`config.mk`:
```
export PLATFORM = sky130hd
export DESIGN_NAME = vga_timing_gen
export DESIGN_NICKNAME = d
export VERILOG_FILES = /design/src/rtl/vga_timing_gen.sv
export SDC_FILE = /design/constraint.sdc
export NUM_CORES = 1
export LEC_CHECK = 0
export CAP_MARGIN = 15
export CELL_PAD_IN_SITES_DETAIL_PLACEMENT = 0
export CELL_PAD_IN_SITES_GLOBAL_PLACEMENT = 2
export CORE_MARGIN = 1
export CORE_UTILIZATION = 29
export CTS_CLUSTER_DIAMETER = 40
export DETAILED_ROUTE_END_ITERATION = 10
export MAX_ROUTING_LAYER = met4
export PLACE_DENSITY_LB_ADDON = 0.08
export SYNTH_ARGS = -nofsm -noshare
export SYNTH_HDL_FRONTEND = slang
export SYNTH_SLANG_ARGS = --single-unit
```
`constraint.sdc`:
```
create_clock -name vga_clk -period 3.75 [get_ports vga_clk]
set_input_delay 0.75 -clock vga_clk [delete_from_list [all_inputs] [get_ports vga_clk]]
set_output_delay 0.75 -clock vga_clk [all_outputs]
set_load 0.005 [all_outputs]
```
`src/rtl/vga_timing_gen.sv`:
```
// ---------------------------------------------------------------------------
// vga_timing_gen
//   Parametrised VGA timing generator. It keeps horizontal and vertical
//   counters that advance on pix_ce and issues pixel coordinates PIX_LAT
//   ticks ahead of the display. The sync and display-enable signals are
//   delayed by the same amount, so a pipelined picture source can answer
//   with pix_data that lines up with de.
//
//   Line and frame order: SYNC, BACK PORCH, ACTIVE, FRONT PORCH.
//
// Ports
//   vga_clk      in   pixel/system clock
//   sys_rst      in   synchronous reset, active-high, overrides pix_ce
//   pix_ce       in   pixel tick enable; all state advances only when 1
//   pix_data     in   colour for the coordinate issued PIX_LAT ticks earlier
//   pix_x/pix_y  out  requested pixel coordinate (0 outside the active area)
//   pix_req      out  pix_x/pix_y are inside the active area
//   frame_start  out  one-clock pulse after the tick that loads (0,0)
//   hsync/vsync  out  sync outputs, HS_POL/VS_POL level while in sync
//   de           out  display enable, aligned with rgb
//   rgb          out  pixel colour, 0 whenever de=0
// ---------------------------------------------------------------------------
module vga_timing_gen #(
    parameter int H_SYNC   = 96,
    parameter int H_BP     = 48,
    parameter int H_ACTIVE = 640,
    parameter int H_FP     = 16,
    parameter int V_SYNC   = 2,
    parameter int V_BP     = 33,
    parameter int V_ACTIVE = 480,
    parameter int V_FP     = 10,
    parameter bit HS_POL   = 1'b0,
    parameter bit VS_POL   = 1'b0,
    parameter int CNT_W    = 10,
    parameter int RGB_W    = 16,
    parameter int PIX_LAT  = 1
) (
    input  logic             vga_clk,
    input  logic             sys_rst,
    input  logic             pix_ce,
    input  logic [RGB_W-1:0] pix_data,
    output logic [CNT_W-1:0] pix_x,
    output logic [CNT_W-1:0] pix_y,
    output logic             pix_req,
    output logic             frame_start,
    output logic             hsync,
    output logic             vsync,
    output logic             de,
    output logic [RGB_W-1:0] rgb
);

    localparam int H_TOTAL = H_SYNC + H_BP + H_ACTIVE + H_FP;
    localparam int V_TOTAL = V_SYNC + V_BP + V_ACTIVE + V_FP;

    // First active column/row, and the first one past the active area.
    localparam int H_ACT_BEG = H_SYNC + H_BP;
    localparam int H_ACT_END = H_ACT_BEG + H_ACTIVE;
    localparam int V_ACT_BEG = V_SYNC + V_BP;
    localparam int V_ACT_END = V_ACT_BEG + V_ACTIVE;

    localparam logic [CNT_W-1:0] H_LAST  = CNT_W'(H_TOTAL - 1);
    localparam logic [CNT_W-1:0] V_LAST  = CNT_W'(V_TOTAL - 1);
    localparam logic [CNT_W-1:0] H_ORIG  = CNT_W'(H_ACT_BEG);
    localparam logic [CNT_W-1:0] V_ORIG  = CNT_W'(V_ACT_BEG);

    logic [CNT_W-1:0] h_cnt;
    logic [CNT_W-1:0] v_cnt;
    logic             h_wrap;
    logic             v_wrap;

    assign h_wrap = (h_cnt == H_LAST);
    assign v_wrap = (v_cnt == V_LAST);

    always_ff @(posedge vga_clk) begin
        if (sys_rst) begin
            h_cnt <= '0;
            v_cnt <= '0;
        end else if (pix_ce) begin
            if (h_wrap) begin
                h_cnt <= '0;
                v_cnt <= v_wrap ? '0 : v_cnt + 1'b1;
            end else begin
                h_cnt <= h_cnt + 1'b1;
            end
        end
    end

    // ---- stage 0: combinational decode of the counters ----
    logic h_act;
    logic v_act;
    logic hs_p0;
    logic vs_p0;
    logic de_p0;

    // Compare in int so a boundary equal to 2^CNT_W cannot alias to 0.
    assign h_act = (int'(h_cnt) >= H_ACT_BEG) && (int'(h_cnt) < H_ACT_END);
    assign v_act = (int'(v_cnt) >= V_ACT_BEG) && (int'(v_cnt) < V_ACT_END);
    assign hs_p0 = (int'(h_cnt) < H_SYNC);
    assign vs_p0 = (int'(v_cnt) < V_SYNC);
    assign de_p0 = h_act && v_act;

    assign pix_req = de_p0;
    assign pix_x   = de_p0 ? (h_cnt - H_ORIG) : '0;
    assign pix_y   = de_p0 ? (v_cnt - V_ORIG) : '0;

    // ---- stages 1..PIX_LAT: delay line matching the pix_data latency ----
    // The pipe holds "sync active" flags; polarity is applied at the output.
    logic hs_last;
    logic vs_last;
    logic de_last;

    if (PIX_LAT == 0) begin : g_no_pipe
        assign hs_last = hs_p0;
        assign vs_last = vs_p0;
        assign de_last = de_p0;
    end else begin : g_pipe
        logic [PIX_LAT-1:0] hs_p1;
        logic [PIX_LAT-1:0] vs_p1;
        logic [PIX_LAT-1:0] de_p1;

        always_ff @(posedge vga_clk) begin
            if (sys_rst) begin
                hs_p1 <= '0;
                vs_p1 <= '0;
                de_p1 <= '0;
            end else if (pix_ce) begin
                hs_p1 <= (hs_p1 << 1) | PIX_LAT'(hs_p0);
                vs_p1 <= (vs_p1 << 1) | PIX_LAT'(vs_p0);
                de_p1 <= (de_p1 << 1) | PIX_LAT'(de_p0);
            end
        end

        assign hs_last = hs_p1[PIX_LAT-1];
        assign vs_last = vs_p1[PIX_LAT-1];
        assign de_last = de_p1[PIX_LAT-1];
    end

    // ---- output stage: registered sync, de and colour ----
    always_ff @(posedge vga_clk) begin
        if (sys_rst) begin
            hsync <= ~HS_POL;
            vsync <= ~VS_POL;
            de    <= 1'b0;
            rgb   <= '0;
        end else if (pix_ce) begin
            hsync <= hs_last ? HS_POL : ~HS_POL;
            vsync <= vs_last ? VS_POL : ~VS_POL;
            de    <= de_last;
            rgb   <= de_last ? pix_data : '0;
        end
    end

    // The tick that wraps both counters is the one that loads (0,0); the
    // reset-loaded (0,0) never produces a pulse.
    always_ff @(posedge vga_clk) begin
        if (sys_rst) begin
            frame_start <= 1'b0;
        end else begin
            frame_start <= pix_ce && h_wrap && v_wrap;
        end
    end

endmodule

```
After elaboration in Yosys (flattened, before gate mapping)
Cells that the tools add are included.

storage, ports and cells
  logic and storage cells = 35
  flip-flop bits (word level) = 43
  input bits = 19
  output and inout port bits = 41

cells by class
  $add $sub $neg = 4
  order comparisons = 6
  eq/ne operators = 2
  multiplexer cells = 7
  reductions and logical operators = 6

operators with widths
  operator               count
  $mux 10                4
  $add 10x1->10 const B  2
  $eq 10x10->1 const B   2
  $lt 10x10->1 const B   2
  $mux 16                1
  $ge 10x6->1 const B    1
  $ge 10x8->1 const B    1
  $lt 10x2->1 const B    1
  $lt 10x7->1 const B    1
  $sub 10x6->10 const B  1
  $sub 10x8->10 const B  1
  $logic_and 1x1->1      5
  $mux 1                 2
  $reduce_and 2->1       1

Logic depth before layout (Yosys ltp)
Gate-level depths: netlist (run 1).

  word-level depth = 4
  depth in mapped cells = 7
  mapped depth without buffers = 6

Least setup slack after synthesis (run 1)
Ideal clock, no wire load.

  kind = register -> output
  from = register v_cnt[2]
  to = output pix_x[6]
  slack = 1.118 ns
  stages on the path, launching flop included = 7
  data arrival time = 1.882 ns
  cells stage by stage = dfxtp_1 -> clkbuf_1 -> or4_1 -> o31ai_1 -> o2111ai_1 -> clkbuf_1 -> a21oi_1

on the way
  word-level cells in the longest chain between the ends = 4

RTL lines
  element                                             RTL line  source
  start: declaration                                  67        logic [CNT_W-1:0] v_cnt;
  start signal: assignment                            81        v_cnt <= v_wrap ? '0 : v_cnt + 1'b1;
  $ge 10x6->1 / $lt 10x10->1 (equally long branches)  97        assign v_act = (int'(v_cnt) >= V_ACT_BEG) && (int'(v_cnt) < V_ACT_END);
  $logic_and 1x1->1 *                                 97
  $logic_and 1x1->1 *                                 100       assign de_p0 = h_act && v_act;
  $mux 10 *                                           103       assign pix_x = de_p0 ? (h_cnt - H_ORIG) : '0;
  end: declaration                                    42        output logic [CNT_W-1:0] pix_x,

Every way passes the cells marked *; elsewhere a longest branch is shown, timed or not.

Final worst setup path (run 1)
  from = register v_cnt[0]
  to = output pix_x[8]

Same word-level chain as after synthesis.

==> results of run 1 <==
==> worst reg2reg max path, cell delays in order (launching register included) <==
cell,delay [ps]
dfxtp_1,490
ha_1,230
or3b_4,400
or4_1,630
or4_1,450
a21oi_1,150
==> stage by stage <==
stage / total power [mW] / utilization [%] / hold WS, ps
floorplan: 0.497 / - / 441
detailed placement: 0.526 / 39.7 / 454
finish: 0.940 / 42.1 / 467
CTS: 0.956 / 41.7 / 467
global placement: 0.526 / 39.7 / 455
global route: 0.981 / 42.1 / 505
==> area by class of cell <==
cell class | instances | share of cell area (%)
inverter | 12 | 1.48
sequential | 43 | 28.3
clock inverter | 2 | 1.98
tap | 99 | 4.08
timing repair buffer | 72 | 22.7
multi-input combinational | 192 | 39.1
clock buffer | 6 | 2.39
==> worst max-delay path by stage <==
stage / slack (ps) / to / depth (start not counted) / from
2_1_floorplan: 1120 / pix_x[6] / 6 / v_cnt[2]
3_3_place_gp: 310 / pix_y[7] / 7 / v_cnt[0]
3_5_place_dp: 270 / pix_x[8] / 7 / v_cnt[0]
4_1_cts: 20 / pix_x[8] / 7 / v_cnt[0]
5_1_grt: 110 / pix_y[7] / 7 / v_cnt[0]
6_report: 330 / pix_x[8] / 7 / v_cnt[0]
==> cell families after synthesis <==
logic type               after synthesis
XOR/XNOR                              20
AO/OA/AOI/OAI                         50
AND/OR/NAND/NOR                      113
buffers and inverters                 35
flip-flops                            43
adder cells (fa/ha/maj)                7
multiplexers                           2
==> power groups by stage <==
stage | logic (mW) | registers (mW) | clock network [mW]
final | 0.0500 | 0.464 | 0.426
after global routing | 0.0559 | 0.466 | 0.459
after CTS | 0.0509 | 0.465 | 0.440
after detailed placement | 0.0507 | 0.475 | 0
after global placement | 0.0509 | 0.475 | 0
after floorplan | 0.0222 | 0.475 | 0
==> metal layers <==
| metal | vias up | GRT usage (%) |
|---|---|---|
| met4 | 0 | 4.55 |
| met1 | 939 | 20.7 |
| met3 | 5 | 2.80 |
| li1 | 1040 | - |
| met5 | - | - |
| met2 | 21 | 24.4 |
==> cell usage after synthesis (2+ instances only) <==
cell	n
nor4_1	5
dfxtp_1	43
or4_1	6
nand3_1	3
o21ai_0	6
nand2b_1	5
nor2_1	54
or3_1	5
a21oi_1	14
nand4_1	6
inv_1	12
ha_1	7
a22oi_1	17
nor3_1	5
nand2_1	17
xnor2_1	15
xor2_1	5
o31ai_1	5
mux2i_1	2
clkbuf_1	20
==> what timing repair did <==
action / CTS / global route
resized for setup: 1 / 1
endpoints found under the hold margin: 0 / 0
setup buffers: 0 / 3
hold buffers: 0 / 0
pin swaps: 0 / 1
setup endpoints to repair: 9 / 20
==> run_results.csv, run 1 <==
group,metric,value,unit
worst_setup_path,cp.required,3000,ps
timing,worst_pin_slew,716,ps
global_routing,grt_first_pass_wirelength,9140,um
synthesis,syn_inst,270,
drt,wl_per_cell,13.3,um
cells_and_area,fin_nets,352,
global_routing,grt_max_degree,22,
synthesis,synth_fa_ha_area_share,4.05,%
synthesis,synth_top_area_share,39.8,%
global_routing,grt_usage,15.7,%
placement,io_buffers,59,
synthesis,synth_top_family_by_area,"simple AND/OR/NAND/NOR gates",
timing,drv_slew,0,
worst_setup_path,start_kind,"register",
worst_setup_path,cp.arrival,2670,ps
cells_and_area,reg_top3,"rgb: 16 flops, h_cnt: 10 flops, v_cnt: 10 flops",
synthesis,ys.warnings.count,0,
synthesis,synth_ff_type,"dfxtp_1",
synthesis,synth-compound-area-share,15.6,%
synthesis,yosys.area_share.xor_xnor,8.09,%
floorplan,rows,31,
worst_setup_path,rr_endpoint,"v_cnt[7]",
timing,finalSetupViolations,0,
worst_setup_path,cp_top_family,"buffers and inverters",
timing,fin_crit,3420,ps
worst_setup_path,reg2reg_slack,1340,ps
power,p_leak,1.09,nW
drt,first_pass_iters,4,
drt,vias,2005,
cts,cts_tree,"yes",
cells_and_area,final_common_cell,"clkdlybuf4s50_1",
outcome,status,"complete, no violations",
synthesis,synthTopCellsByArea,"dfxtp_1 (40%), nor2_1 (9.4%), xnor2_1 (6.1%)",
timing,setup_ws,329,ps
global_routing,grt_pass1_vias,1892,
cts,htree_levels,2,
synthesis,synth-simple-area-share,25.1,%
drt,highest_layer,"met4",
power,switching_share,19.8,%
drt,wl_met1,2790,um
worst_setup_path,crit_fanout,9,
synthesis,synthMuxAreaShare,0.925,%
power,internal_power,0.754,mW
drt,drt-initial-drc-count,43,
worst_setup_path,cp_cell_sequence,"ha_1, or4_1, o31ai_2, o2111ai_4, buf_4, nor2_1, clkdlybuf4s50_1",
cells_and_area,regArea,861,um2
cts,cts_buffer_depth,2,
floorplan,fp.dieH,88.4,um
floorplan,core,7210,um2
drt,drc,0,
placement,gp_congestion,0.790,
synthesis,synth_top_cell_by_area,"dfxtp_1",
drt,antenna_left,0,
worst_setup_path,cp_num_buf_inv,2,
global_routing,overflow,0,
cells_and_area,largest_reg_flops,16,
hold_path,hp-class,"register to register",
hold_path,hold_end,"g_pipe.vs_p1",
synthesis,synth-edff-count,0,
power,ir_drop,161,uV
cells_and_area,fill_cells,746,
worst_setup_path,rr_worst_depth,5,
placement,numPlacedInstances,415,
cts,path_clk_slew,80,ps
timing,finalCritPeriodShare,91.2,%
worst_setup_path,r2r-start,"h_cnt[4]",
power,p_clk_share,45.3,%
timing,worst_slew_margin_rel,52.2,%
global_routing,antenna_found_initial,0,
worst_setup_path,end_kind,"output pin",
cts,cts_buffers,5,
cts,cts.sinks,43,
drt,wl_met3,106,um
power,p_seq_share,49.4,%
power,combPwrFrac,5.3,%
worst_setup_path,crit_path_top_delay_cell,"clkdlybuf4s50_1",
floorplan,start_util,30.0,%
flow_run,drv_cap,0,
synthesis,synth_area,2160,um2
cts,insertion_delay,290,ps
timing,rsz0062_at_grt,"false",
placement,dp_worst_setup_slack,267,ps
synthesis,syn_nets,296,
cells_and_area,largest_register,"rgb",
synthesis,ys_ff_latch,43,
timing,fmax,292,MHz
timing,hold_viol,0,
synthesis,ys_types,38,
cells_and_area,num_antenna_cells,0,
hold_path,hp-start,"g_pipe.vs_p1",
drt,routed_wl,5670,um
timing,setup_tns,0,ps
cells_and_area,drive_above_1_share,7.34,%
cells_and_area,stdcell_count,426,
timing,finClkSkew,8.88,ps
drt,routed_via_density,4.71,
power,p_per_area,310,nW/um2
hold_path,hold_depth,2,
floorplan,io_pins,60,
placement,place_area,2870,um2
cells_and_area,final_cell_mix,"clkdlybuf4s50_1 (59), nor2_1 (54), dfxtp_1 (43)",
floorplan,die_width,88.4,um
synthesis,ys_seq_area_share,39.8,%
drt,dr_wl_met2,2730,um
cells_and_area,syn_to_final_growth,40.3,%
cells_and_area,multi_input_area,1190,um2
worst_setup_path,critPathMaxStageDelay,500,ps
synthesis,avgSynthCellArea,8.02,um2
cts,cts_root_buf,"clkbuf_8",
synthesis,ys_async_sr_fraction,0,%
power,switchingPower,0.186,mW
floorplan,fp.dieArea,7810,um2
worst_setup_path,worstSetupPathType,"register to output pin",
placement,place_hpwl,4040,um
cells_and_area,fin_area,3040,um2
Power figures use the tool's default switching activity.
==> run 2: changes to the inputs <==
--- a/config.mk
+++ b/config.mk
@@ -5,14 +5,14 @@
 export SDC_FILE = /design/constraint.sdc
 export NUM_CORES = 1
 export LEC_CHECK = 0
+export ABC_AREA = 1
 export CAP_MARGIN = 15
 export CELL_PAD_IN_SITES_DETAIL_PLACEMENT = 0
 export CELL_PAD_IN_SITES_GLOBAL_PLACEMENT = 2
 export CORE_MARGIN = 1
-export CORE_UTILIZATION = 29
+export CORE_UTILIZATION = 28
 export CTS_CLUSTER_DIAMETER = 40
 export DETAILED_ROUTE_END_ITERATION = 10
-export MAX_ROUTING_LAYER = met4
 export PLACE_DENSITY_LB_ADDON = 0.08
 export SYNTH_ARGS = -nofsm -noshare
 export SYNTH_HDL_FRONTEND = slang
==> run_results.csv, run 2 <==
group,metric,value,unit
timing,hold_viol,0,
cells_and_area,final_common_cell,"nand2_1",
placement,gp_congestion,0.847,
global_routing,grt_pass1_vias,2162,
cells_and_area,drive_above_1_share,5.21,%
floorplan,die_width,93.0,um
drt,routed_wl,6470,um
power,switching_share,24.8,%
timing,worst_slew_margin_rel,53.2,%
synthesis,synth_top_area_share,37.1,%
timing,fmax,303,MHz
synthesis,syn_nets,372,
timing,finalSetupViolations,0,
synthesis,ys.warnings.count,0,
synthesis,synthTopCellsByArea,"dfxtp_1 (37%), nand2_1 (14%), nor2_1 (10%)",
drt,vias,2274,
global_routing,grt_first_pass_wirelength,10500,um
floorplan,fp.dieArea,8650,um2
synthesis,avgSynthCellArea,6.70,um2
power,internal_power,0.630,mW
global_routing,grt_usage,15.5,%
cells_and_area,num_antenna_cells,0,
synthesis,synth_top_cell_by_area,"dfxtp_1",
cts,cts.sinks,43,
synthesis,synth.most_common_cell,"nand2_1",
synthesis,ys_ff_latch,43,
synthesis,yosys-top-cells-count,"nand2_1 (84), nor2_1 (62), dfxtp_1 (43)",
cts,insertion_delay,300,ps
cells_and_area,fin_nets,428,
timing,rsz0062_at_grt,"false",
power,p_total,0.838,mW
synthesis,synth-edff-count,0,
drt,first_pass_iters,6,
cts,cts_root_buf,"clkbuf_8",
cts,cts_hold_buf,0,
floorplan,fp.dieH,93.0,um
worst_setup_path,worstSetupPathType,"register to output pin",
power,p_clk_share,35.5,%
hold_path,hp-class,"register to register",
timing,setup_tns,0,ps
worst_setup_path,end_kind,"output pin",
power,ir_drop,105,uV
power,p_leak,1.26,nW
timing,fin_crit,3300,ps
cts,cts_buffer_depth,2,
power,p_per_area,273,nW/um2
global_routing,overflow,0,
synthesis,synth_ff_type,"dfxtp_1",
cells_and_area,largest_reg_flops,16,
drt,wl_per_cell,12.8,um
drt,drt-initial-drc-count,53,
cells_and_area,syn_to_final_growth,32.5,%
floorplan,io_pins,60,
drt,drc,0,
synthesis,ys_types,28,
timing,worst_pin_slew,702,ps
synthesis,syn_inst,346,
cts,path_clk_slew,90,ps
synthesis,ys_async_sr_fraction,0,%
hold_path,hold_depth,1,
flow_run,drv_cap,0,
power,switchingPower,0.208,mW
outcome,status,"complete, no violations",
global_routing,grt_max_degree,28,
timing,finalCritPeriodShare,88.1,%
drt,antenna_left,0,
synthesis,ys_seq_area_share,37.1,%
floorplan,rows,32,
cells_and_area,largest_register,"rgb",
synthesis,synth_area,2320,um2
cts,cts_buffers,5,
placement,io_buffers,59,
cells_and_area,final_cell_mix,"nand2_1 (84), nor2_1 (62), clkdlybuf4s50_1 (59)",
placement,place_hpwl,4720,um
cts,htree_levels,2,
drt,routed_via_density,4.50,
power,p_seq_share,56.4,%
power,combPwrFrac,8.1,%
worst_setup_path,rr_worst_depth,8,
global_routing,antenna_found_initial,0,
worst_setup_path,start_kind,"register",
floorplan,start_util,29.4,%
timing,finClkSkew,6.85,ps
floorplan,core,7890,um2
worst_setup_path,cp.required,3000,ps
worst_setup_path,crit_fanout,19,
cts,post_cts_resized,0,
worst_setup_path,cp.arrival,2550,ps
cts,cts_setup_buffers,0,
cts,cts_tree,"yes",
cells_and_area,reg_top3,"rgb: 16 flops, h_cnt: 10 flops, v_cnt: 10 flops",
timing,drv_slew,0,
run 2: metrics by stage:
stage | utilization, % | hold slack, ps | instance area, um2 | setup slack [ps] | instances
6_report | 39.0 | 449 | 3070 | 445 | 505
5_1_grt | 39.0 | 472 | 3070 | 210 | 505
3_5_place_dp | 37.9 | 432 | 2990 | 725 | 497
3_3_place_gp | 37.9 | 431 | 2990 | 737 | 497
4_1_cts | 39.0 | 450 | 3070 | 364 | 505
2_1_floorplan | - | 406 | 2320 | 1570 | 346
run 2: final cells by class:
cell class / instances / area, um2
clock buffer: 6 / 72.6
clock inverter: 2 / 12.5
inverter: 34 / 128
fill: 864 / 4810
tap: 102 / 128
multi-input combinational: 256 / 1260
timing repair buffer: 62 / 613
sequential: 43 / 861
run 2: power groups by stage:
stage | logic (mW) | clock network, mW | registers (mW)
floorplan | 0.0308 | 0 | 0.480
global placement | 0.0684 | 0 | 0.483
detailed placement | 0.0682 | 0 | 0.483
CTS | 0.0686 | 0.316 | 0.473
global route | 0.0747 | 0.331 | 0.475
finish | 0.0676 | 0.298 | 0.473
run 2: worst max-delay path, stage by stage (launching register included):
cell	delay [ps]
dfxtp_1	470
inv_1	90
ha_1	270
a21oi_2	210
nor2_1	70
nand2_2	100
nand4_4	290
a21oi_1	220
clkdlybuf4s50_1	530
run 2: logic make-up after synthesis:
group | count (synthesis) | synth area share [%]
adders and majority gates | 7 | 3.78
buffers and inverters | 47 | 8.63
AOI/OAI and AO/OA | 43 | 9.66
DFF | 43 | 37.1
xor gates and xnor gates | 14 | 5.29
and+or+nand+nor | 192 | 35.5
run 2: routing by layer:
metal  track usage [%]  up-vias  part of all wire [%]
met4              4.62        0                  0.62
met1              19.1     1030                    47
li1                  -     1202                     -
met5                 0        -                     0
met3              2.52        2                   3.0
met2              27.6       40                    49
run 2: final timing paths:
check                     from        to  slack (ps)
setup / recovery      h_cnt[4]  pix_y[4]         450
hold / removal    g_pipe.hs_p1     hsync         450
setup reg to reg      h_cnt[4]  h_cnt[6]        1910
hold reg to reg   g_pipe.hs_p1     hsync         450
==> run 3: changes to the inputs <==
--- a/config.mk
+++ b/config.mk
@@ -13,6 +13,7 @@
 export CORE_UTILIZATION = 28
 export CTS_CLUSTER_DIAMETER = 40
 export DETAILED_ROUTE_END_ITERATION = 10
+export HOLD_SLACK_MARGIN = 0.15
 export PLACE_DENSITY_LB_ADDON = 0.08
 export SYNTH_ARGS = -nofsm -noshare
 export SYNTH_HDL_FRONTEND = slang
==> results of run 3 <==
Final layout, timing and power as in run 2 (identical DEF).
